==> src/rtl/sort_pkg.sv <==
// Shared definitions for the sorting block and its sorted_search consumer:
// vector geometry, element type and the search controller states.
package sort_pkg;

  localparam int SORT_N      = 6;
  localparam int IDX_W       = 3;
  localparam int SORT_DATA_W = 8;

  typedef logic [SORT_DATA_W-1:0] elem_t;

  typedef enum logic [1:0] {
    IDLE   = 2'd0,
    SEARCH = 2'd1,
    RESULT = 2'd2
  } state_t;

endpackage

==> src/rtl/sorted_search.sv <==
// Fixed-latency lower-bound binary search over a captured six-entry sorted
// vector; also reports whether the captured vector was out of order.
module sorted_search
  import sort_pkg::*;
#(
  parameter int DATA_W = SORT_DATA_W
) (
  input  logic              clk,
  input  logic              rst_n,
  input  logic              start,
  input  logic [DATA_W-1:0] in_data_0,
  input  logic [DATA_W-1:0] in_data_1,
  input  logic [DATA_W-1:0] in_data_2,
  input  logic [DATA_W-1:0] in_data_3,
  input  logic [DATA_W-1:0] in_data_4,
  input  logic [DATA_W-1:0] in_data_5,
  input  logic [DATA_W-1:0] key,
  output logic              busy,
  output logic              done,
  output logic              found,
  output logic [IDX_W-1:0]  index,
  output logic              unsorted
);

  // lo/hi span 0..SORT_N and their sum must not wrap, hence one extra bit
  localparam int            BND_W   = IDX_W + 1;
  localparam logic [BND_W-1:0] HI_INIT = BND_W'(SORT_N);
  localparam logic [BND_W-1:0] ONE_B   = BND_W'(1);
  localparam logic [1:0]    LAST_IT = 2'd2;

  logic [DATA_W-1:0] in_vec_s [SORT_N];
  logic [DATA_W-1:0] arr_r    [SORT_N];
  logic [DATA_W-1:0] key_r;
  logic [BND_W-1:0]  lo_r;
  logic [BND_W-1:0]  hi_r;
  logic [1:0]        cnt_r;
  state_t            state_r;

  logic [BND_W-1:0]  mid_s;
  logic [BND_W-1:0]  lo_nxt_s;
  logic [BND_W-1:0]  hi_nxt_s;
  logic              found_s;
  logic              unsorted_s;

  assign in_vec_s[0] = in_data_0;
  assign in_vec_s[1] = in_data_1;
  assign in_vec_s[2] = in_data_2;
  assign in_vec_s[3] = in_data_3;
  assign in_vec_s[4] = in_data_4;
  assign in_vec_s[5] = in_data_5;

  // One bisection step; bounds freeze once the interval is empty.
  always_comb begin
    mid_s    = (lo_r + hi_r) >> 1;
    lo_nxt_s = lo_r;
    hi_nxt_s = hi_r;
    if (lo_r < hi_r) begin
      if (arr_r[mid_s[IDX_W-1:0]] < key_r) begin
        lo_nxt_s = mid_s + ONE_B;
      end else begin
        hi_nxt_s = mid_s;
      end
    end else begin
      lo_nxt_s = lo_r;
      hi_nxt_s = hi_r;
    end
  end

  // Result terms: match at the final lower bound, and adjacent-pair order check.
  always_comb begin
    found_s    = 1'b0;
    unsorted_s = 1'b0;
    if (lo_r < HI_INIT) begin
      found_s = (arr_r[lo_r[IDX_W-1:0]] == key_r);
    end else begin
      found_s = 1'b0;
    end
    for (int i = 0; i < SORT_N - 1; i++) begin
      unsorted_s = unsorted_s | (arr_r[i] > arr_r[i+1]);
    end
  end

  // Controller: capture, three bisection steps, then one result cycle.
  always_ff @(posedge clk or negedge rst_n) begin
    if (!rst_n) begin
      state_r  <= IDLE;
      key_r    <= '0;
      lo_r     <= '0;
      hi_r     <= '0;
      cnt_r    <= 2'd0;
      busy     <= 1'b0;
      done     <= 1'b0;
      found    <= 1'b0;
      index    <= '0;
      unsorted <= 1'b0;
      for (int i = 0; i < SORT_N; i++) begin
        arr_r[i] <= '0;
      end
    end else begin
      case (state_r)
        IDLE: begin
          done <= 1'b0;
          if (start) begin
            for (int i = 0; i < SORT_N; i++) begin
              arr_r[i] <= in_vec_s[i];
            end
            key_r   <= key;
            lo_r    <= '0;
            hi_r    <= HI_INIT;
            cnt_r   <= 2'd0;
            busy    <= 1'b1;
            state_r <= SEARCH;
          end else begin
            busy <= 1'b0;
          end
        end
        SEARCH: begin
          lo_r  <= lo_nxt_s;
          hi_r  <= hi_nxt_s;
          cnt_r <= cnt_r + 2'd1;
          if (cnt_r == LAST_IT) begin
            state_r <= RESULT;
          end else begin
            state_r <= SEARCH;
          end
        end
        RESULT: begin
          index    <= lo_r[IDX_W-1:0];
          found    <= found_s;
          unsorted <= unsorted_s;
          done     <= 1'b1;
          state_r  <= IDLE;
        end
        default: begin
          state_r <= IDLE;
          busy    <= 1'b0;
          done    <= 1'b0;
        end
      endcase
    end
  end

endmodule

==> config.mk <==
export PLATFORM = sky130hd
export DESIGN_NAME = sorted_search
export DESIGN_NICKNAME = d
export VERILOG_FILES = /design/src/rtl/sort_pkg.sv /design/src/rtl/sorted_search.sv
export SDC_FILE = /design/constraint.sdc
export NUM_CORES = 1
export LEC_CHECK = 0
export CAP_MARGIN = 20
export CORE_MARGIN = 2
export CORE_UTILIZATION = 51
export DETAILED_ROUTE_END_ITERATION = 10
export PLACE_DENSITY = 0.77
export SLEW_MARGIN = 20
export SYNTH_ARGS = -nofsm -noshare
export SYNTH_HDL_FRONTEND = slang
export SYNTH_SLANG_ARGS = --single-unit
==> constraint.sdc <==
create_clock -name clk -period 4.42 [get_ports clk]
set_clock_uncertainty 0.05 [all_clocks]
set_input_delay 0.663 -clock clk [delete_from_list [all_inputs] [get_ports clk]]
set_output_delay 0.663 -clock clk [all_outputs]
set_load 0.005 [all_outputs]
# Yosys cells after proc, flatten, opt, wreduce, memory -nomap -nowiden
# Cells that the tools add are included.
classes:
  reduce_logical: 7
  eq_ne: 8
  n_mux: 23
  n_addsub: 3
  order_cmp: 10
  bitwise_logic: 6
op_table:
  columns: ["op", "n"]
  rows:
  - ["$bmux 8 s3", 2]
  - ["$gt 8x8->1", 5]
  - ["$mux 8", 4]
  - ["$mux 4", 6]
  - ["$pmux 4 s2", 2]
  - ["$eq 8x8->1", 1]
  - ["$ge 4x4->1 const B", 2]
  - ["$lt 8x8->1", 1]
  - ["$ne 2x2->1 const B", 4]
  - ["$not 3->4", 2]
  - ["$pmux 2 s2", 2]
  - ["$reduce_and 4->1", 2]
  - ["$mux 2", 3]
  - ["$add 3x1->4 const B", 1]
  - ["$add 4x4->4", 1]
  - ["$eq 2x2->1 const B", 2]
  - ["$lt 4x3->1 const B", 1]
  - ["$lt 4x4->1", 1]
  - ["$or 1x1->1", 4]
  - ["$pmux 1 s2", 2]
  - ["$reduce_and 2->1", 2]
  - ["$add 2x1->2 const B", 1]
  - ["$eq 2x1->1 const B", 1]
  - ["$logic_not 2->1", 1]
  - ["other kinds (3)", 4]
word_totals:
  elab_cells: 73
  regBits: 75
  in_bits: 59
  out_inout_bits: 7

# Longest topological paths before layout
depth:
  word_depth: 9
  ltp_mapped: 17

# Worst setup path before layout
# OpenSTA, ideal clock, no wires.
synth_path:
  path_kind: "register to register"
  start: "reg lo_r[2]"
  end: "reg lo_r[0]"
  t_arrival_ns: 4.024
  path_slack_ns: 0.225
  setup_time_ns: 0.121
  required_ns: 4.249
  period_less_slack_ns: 4.195
  path_buffers: 1
  stages_incl_launch_ff: 16
  path_cell_list: "dfrtp_1 -> ha_1 -> or2_2 -> o211a_4 -> clkinv_4 -> buf_2 -> mux4_2 -> nand2_1 -> o31ai_1 -> ha_1 -> a21oi_1 -> a21oi_1 -> or4_1 -> a221oi_1 -> o31ai_1 -> a22o_1"
synth_between:
  elab_chain_cells: 8
  elab_cells_between_ends: 10
  classes_between: "add/sub: 1; order compare: 2; eq/ne: 2; mux: 3; bitwise: 1; reduce/logical: 1"
synth_rtl:
  columns: ["element", "line", "text"]
  rows:
  - ["start: declaration", "sorted_search.sv:34", "logic [BND_W-1:0] lo_r;"]
  - ["start signal: assignment", "sorted_search.sv:118", "lo_r <= lo_nxt_s;"]
  - ["$add 4x4->4", "sorted_search.sv:54", "mid_s = (lo_r + hi_r) >> 1;"]
  - ["$not 3->4 (not written as such)", "sorted_search.sv:58", "if (arr_r[mid_s[IDX_W-1:0]] < key_r) begin"]
  - ["$bmux 8 s3", "sorted_search.sv:58", null]
  - ["$mux 8 (not written as such) (2 in series)", "sorted_search.sv:58", null]
  - ["$lt 8x8->1", "sorted_search.sv:58", null]
  - ["$ne 2x2->1 (no source line)", null, null]
  - ["$reduce_and 4->1 (no source line) *", null, null]
# Every way passes the cells marked *; elsewhere a longest branch is shown, timed or not. The select of a mux whose other input is x is not followed.
# A chain may end at the register's enable or synchronous reset.

# Worst setup path in the final report
layout_path:
  start: "reg lo_r[1]"
  end: "reg lo_r[0]"
layout_between:
  elab_chain_cells: 8
  elab_cells_between_ends: 14
  classes_between: "add/sub: 2; order compare: 2; eq/ne: 2; mux: 6; bitwise: 1; reduce/logical: 1"
layout_rtl:
  columns: ["element", "line"]
  rows:
  - ["$add 4x4->4", "sorted_search.sv:54"]
  - ["$not 3->4 (not written as such)", "sorted_search.sv:58"]
  - ["$bmux 8 s3", "sorted_search.sv:58"]
  - ["$mux 8 (not written as such) (2 in series)", "sorted_search.sv:58"]
  - ["$lt 8x8->1", "sorted_search.sv:58"]
  - ["$ne 2x2->1 (no source line)", null]
  - ["$reduce_and 4->1 (no source line)", null]
# Parallel ways exist; a longest one is shown, timed or not. The select of a mux whose other input is x is not followed.

==> qor.txt <==
Clk sinks - 74
Final Hold Vio Count - 0
Synthesized area - 0.00530 sq mm
Core area - 0.0102 sq mm
Critical path endpoint - lo_r[0]
Total GRT Usage - 26.5%
Die Width - 106 um
R2r setup slk - 220 ps
H-tree depth - 3
Top cell type's share of synthesized area - 34.9%
Clock Tree Root - clkbuf_8
CP endpoint kind - flip-flop
Final worst-path cycle share - 95.1%
Cell Pwr Density - 863 mW/mm^2
Internal power - 3090 uW
Number of global-route vias before repair - 4448
Reg-to-Reg End - lo_r[0]
Synth Warn # - 0
Yosys cell types - 59
CP startpoint kind - flip-flop
Via-to-Cell Ratio - 5.94
CTS buffer count - 9
Buffers on Ports - 65
Post-synthesis sequential area ratio - 34.9%
Setup violators final - 0
# DRC - 0
Synth Register Bits - 74
Post-Syn Nets - 617
Comb pwr share - 61.1%
Final WL - 13.9 mm
Initial DRC Count - 214
Clk Latency, worst-skew pair - 360 ps
Clock network power share - 12.8%
Area leader, netlist - dfrtp_1
Gr ovfl total - 0
Kind of critical path - reg -> reg
CTS tree - built
Worst Path Arrival - 4400 ps
Status - completed
Placed Cells - 694
Net Sw Frac - 44.0%
Setup TNS - 0 ps
Setup bufs post-CTS - 0
Most frequent cells in the layout - dfrtp_1, clkdlybuf4s50_1, mux2_2, inv_1, ha_1
Via count - 4217
FFs w/ async S/R, synth - 100%
Area Growth Syn to Fin - 20.7%
Fin cells - 710
Fin area - 0.00640 sq mm
Reg power frac - 26.1%
HP Class - in -> async
CP Max Fanout - 5
Minimum clock period - 4200 ps
Most common cell after layout, fill and taps aside - dfrtp_1
Reg2reg start - lo_r[1]
Post-route ant nets - 0
Worst ir drop on vdd - 377 uV
Die Area - 0.0112 sq mm
Required time worst endpoint - 4610 ps
Synth top area cells - dfrtp_1, ha_1, mux2_2
Final nets - 684
Switching pwr - 2430 uW
Tot Pwr - 5520 uW
Worst-margin pin slew - 866 ps
FF-to-FF path depth - 14
Max-slew headroom - 42.2%
Leakage Power - 0.00290 uW
ANT cells - 0
Final core area utilization - 62.8%
First-pass GRT wire length - 22.7 mm
FP Rows - 37
Largest net degree at the start of global routing - 40
Io pins - 66
CP startpoint - lo_r[1]
Initial DRT Pass Iterations - 7
Mapped Cells - 502
Post-DP Area - 0.00612 sq mm
Initial antenna violation count - 0
Unrepaired setup endpoints after global routing - no
EDFF count, synth - 0
Max Slew Vio Count - 0
HPWL after DPL - 10.9 mm
Reg clk slew, reported paths - 80 ps
Total of max-cap violations - 0
GP Congestion - 0.924
Synth Area per Inst - 10.6 sq um
Die Ht - 106 um
Main synth FF type - dfrtp_1
Detailed-route wire length per cell - 19.5 um
Max Buffers Root-to-Sink - 2
Max Fclk - 238 MHz
Layout cells sized above 1 - 20.7%
Initial Utilization - 52.1%
==> metal layers <==
metal	wire length, um	up-vias	GRT usage [%]
met2	6830	137	44.7
met4	685	0	13.8
met1	5680	2097	32.8
li1	-	1943	-
met3	669	40	4.29
met5	0	-	0
==> final cells by class <==
class	count	area [sq um]
inverter	59	226
multi-input combinational	347	3140
clock buffer	10	128
tap	136	170
clock inverter	6	138
fill	853	3790
timing repair buffer	78	743
sequential	74	1850
==> cells in the mapped netlist, types with 2 or more instances <==
cell type,number
dfrtp_1,74
nand3_1,12
a211oi_1,3
inv_1,58
o211a_4,2
mux2_2,60
or3_1,4
a21oi_1,33
a21o_1,10
o32a_1,3
o31ai_1,11
buf_2,7
clkbuf_1,13
nor2b_1,8
nand2_1,24
a31o_2,2
nand4_1,2
xnor2_1,10
xor2_1,3
o32ai_1,2
o211ai_1,2
mux4_2,14
o21bai_1,3
nand2b_1,4
a32o_1,2
ha_1,56
nor3_1,7
nand4b_1,2
mux2i_1,11
o2111ai_1,2
nor2_1,20
o21ai_0,11
==> worst max-delay path, cell delays in order, from the launching register on <==
cell	delay, ps
dfrtp_1	440
ha_1	390
nor2_1	100
a311oi_4	370
xnor2_2	200
mux4_2	540
nand2_1	80
o31ai_1	80
ha_1	300
nand3_1	110
a21oi_1	40
or4_1	580
a221oi_1	370
o31ai_1	180
a22o_1	250
==> worst min-delay path by stage <==
stage / end / slack [ps] / cells past startpoint
final: key_r[1] / 360 / 1
after global routing: key_r[1] / 430 / 1
after CTS: key_r[1] / 400 / 1
after detailed placement: busy / 440 / 2
after global placement: busy / 410 / 2
after floorplan: arr_r[0] / 320 / 0
==> kinds of logic after synthesis <==
family	Yosys count	share of synthesized area, %
AOI/OAI and AO/OA	102	14.1
xor gates and xnor gates	14	2.45
adders and majority gates	56	13.2
buffers and inverters	81	6.07
DFF	74	34.9
muxes	85	20.8
and+or+nand+nor	90	8.47
==> what timing repair did <==
item / in CTS / in global routing
hold buffers: 0 / 0
setup endpoints to repair: 0 / 4
gates resized for setup: 0 / 2
==> state kept, by name, indices dropped and copies added (netlist names) <==
signal    cells
hi_r          3
cnt_r         2
found         1
state_r       2
index         3
arr_r        48
unsorted      1
lo_r          4
key_r         8
busy          1
done          1
==> power by group through the flow <==
stage          Combinational (uW)  Clock, uW  Sequential, uW
2_1_floorplan                2550          0            1240
3_3_place_gp                 3180          0            1430
3_5_place_dp                 3320          0            1450
4_1_cts                      3360        714            1430
5_1_grt                      3750        754            1490
6_report                     3370        704            1440
==> stage by stage <==
step | hold slack [ps] | worst slack [ps]
after floorplan | 317 | 225
after global placement | 414 | 293
after detailed placement | 443 | 153
after CTS | 397 | 142
after global routing | 431 | 6.61
final | 362 | 219
Power figures use the tool's default switching activity.
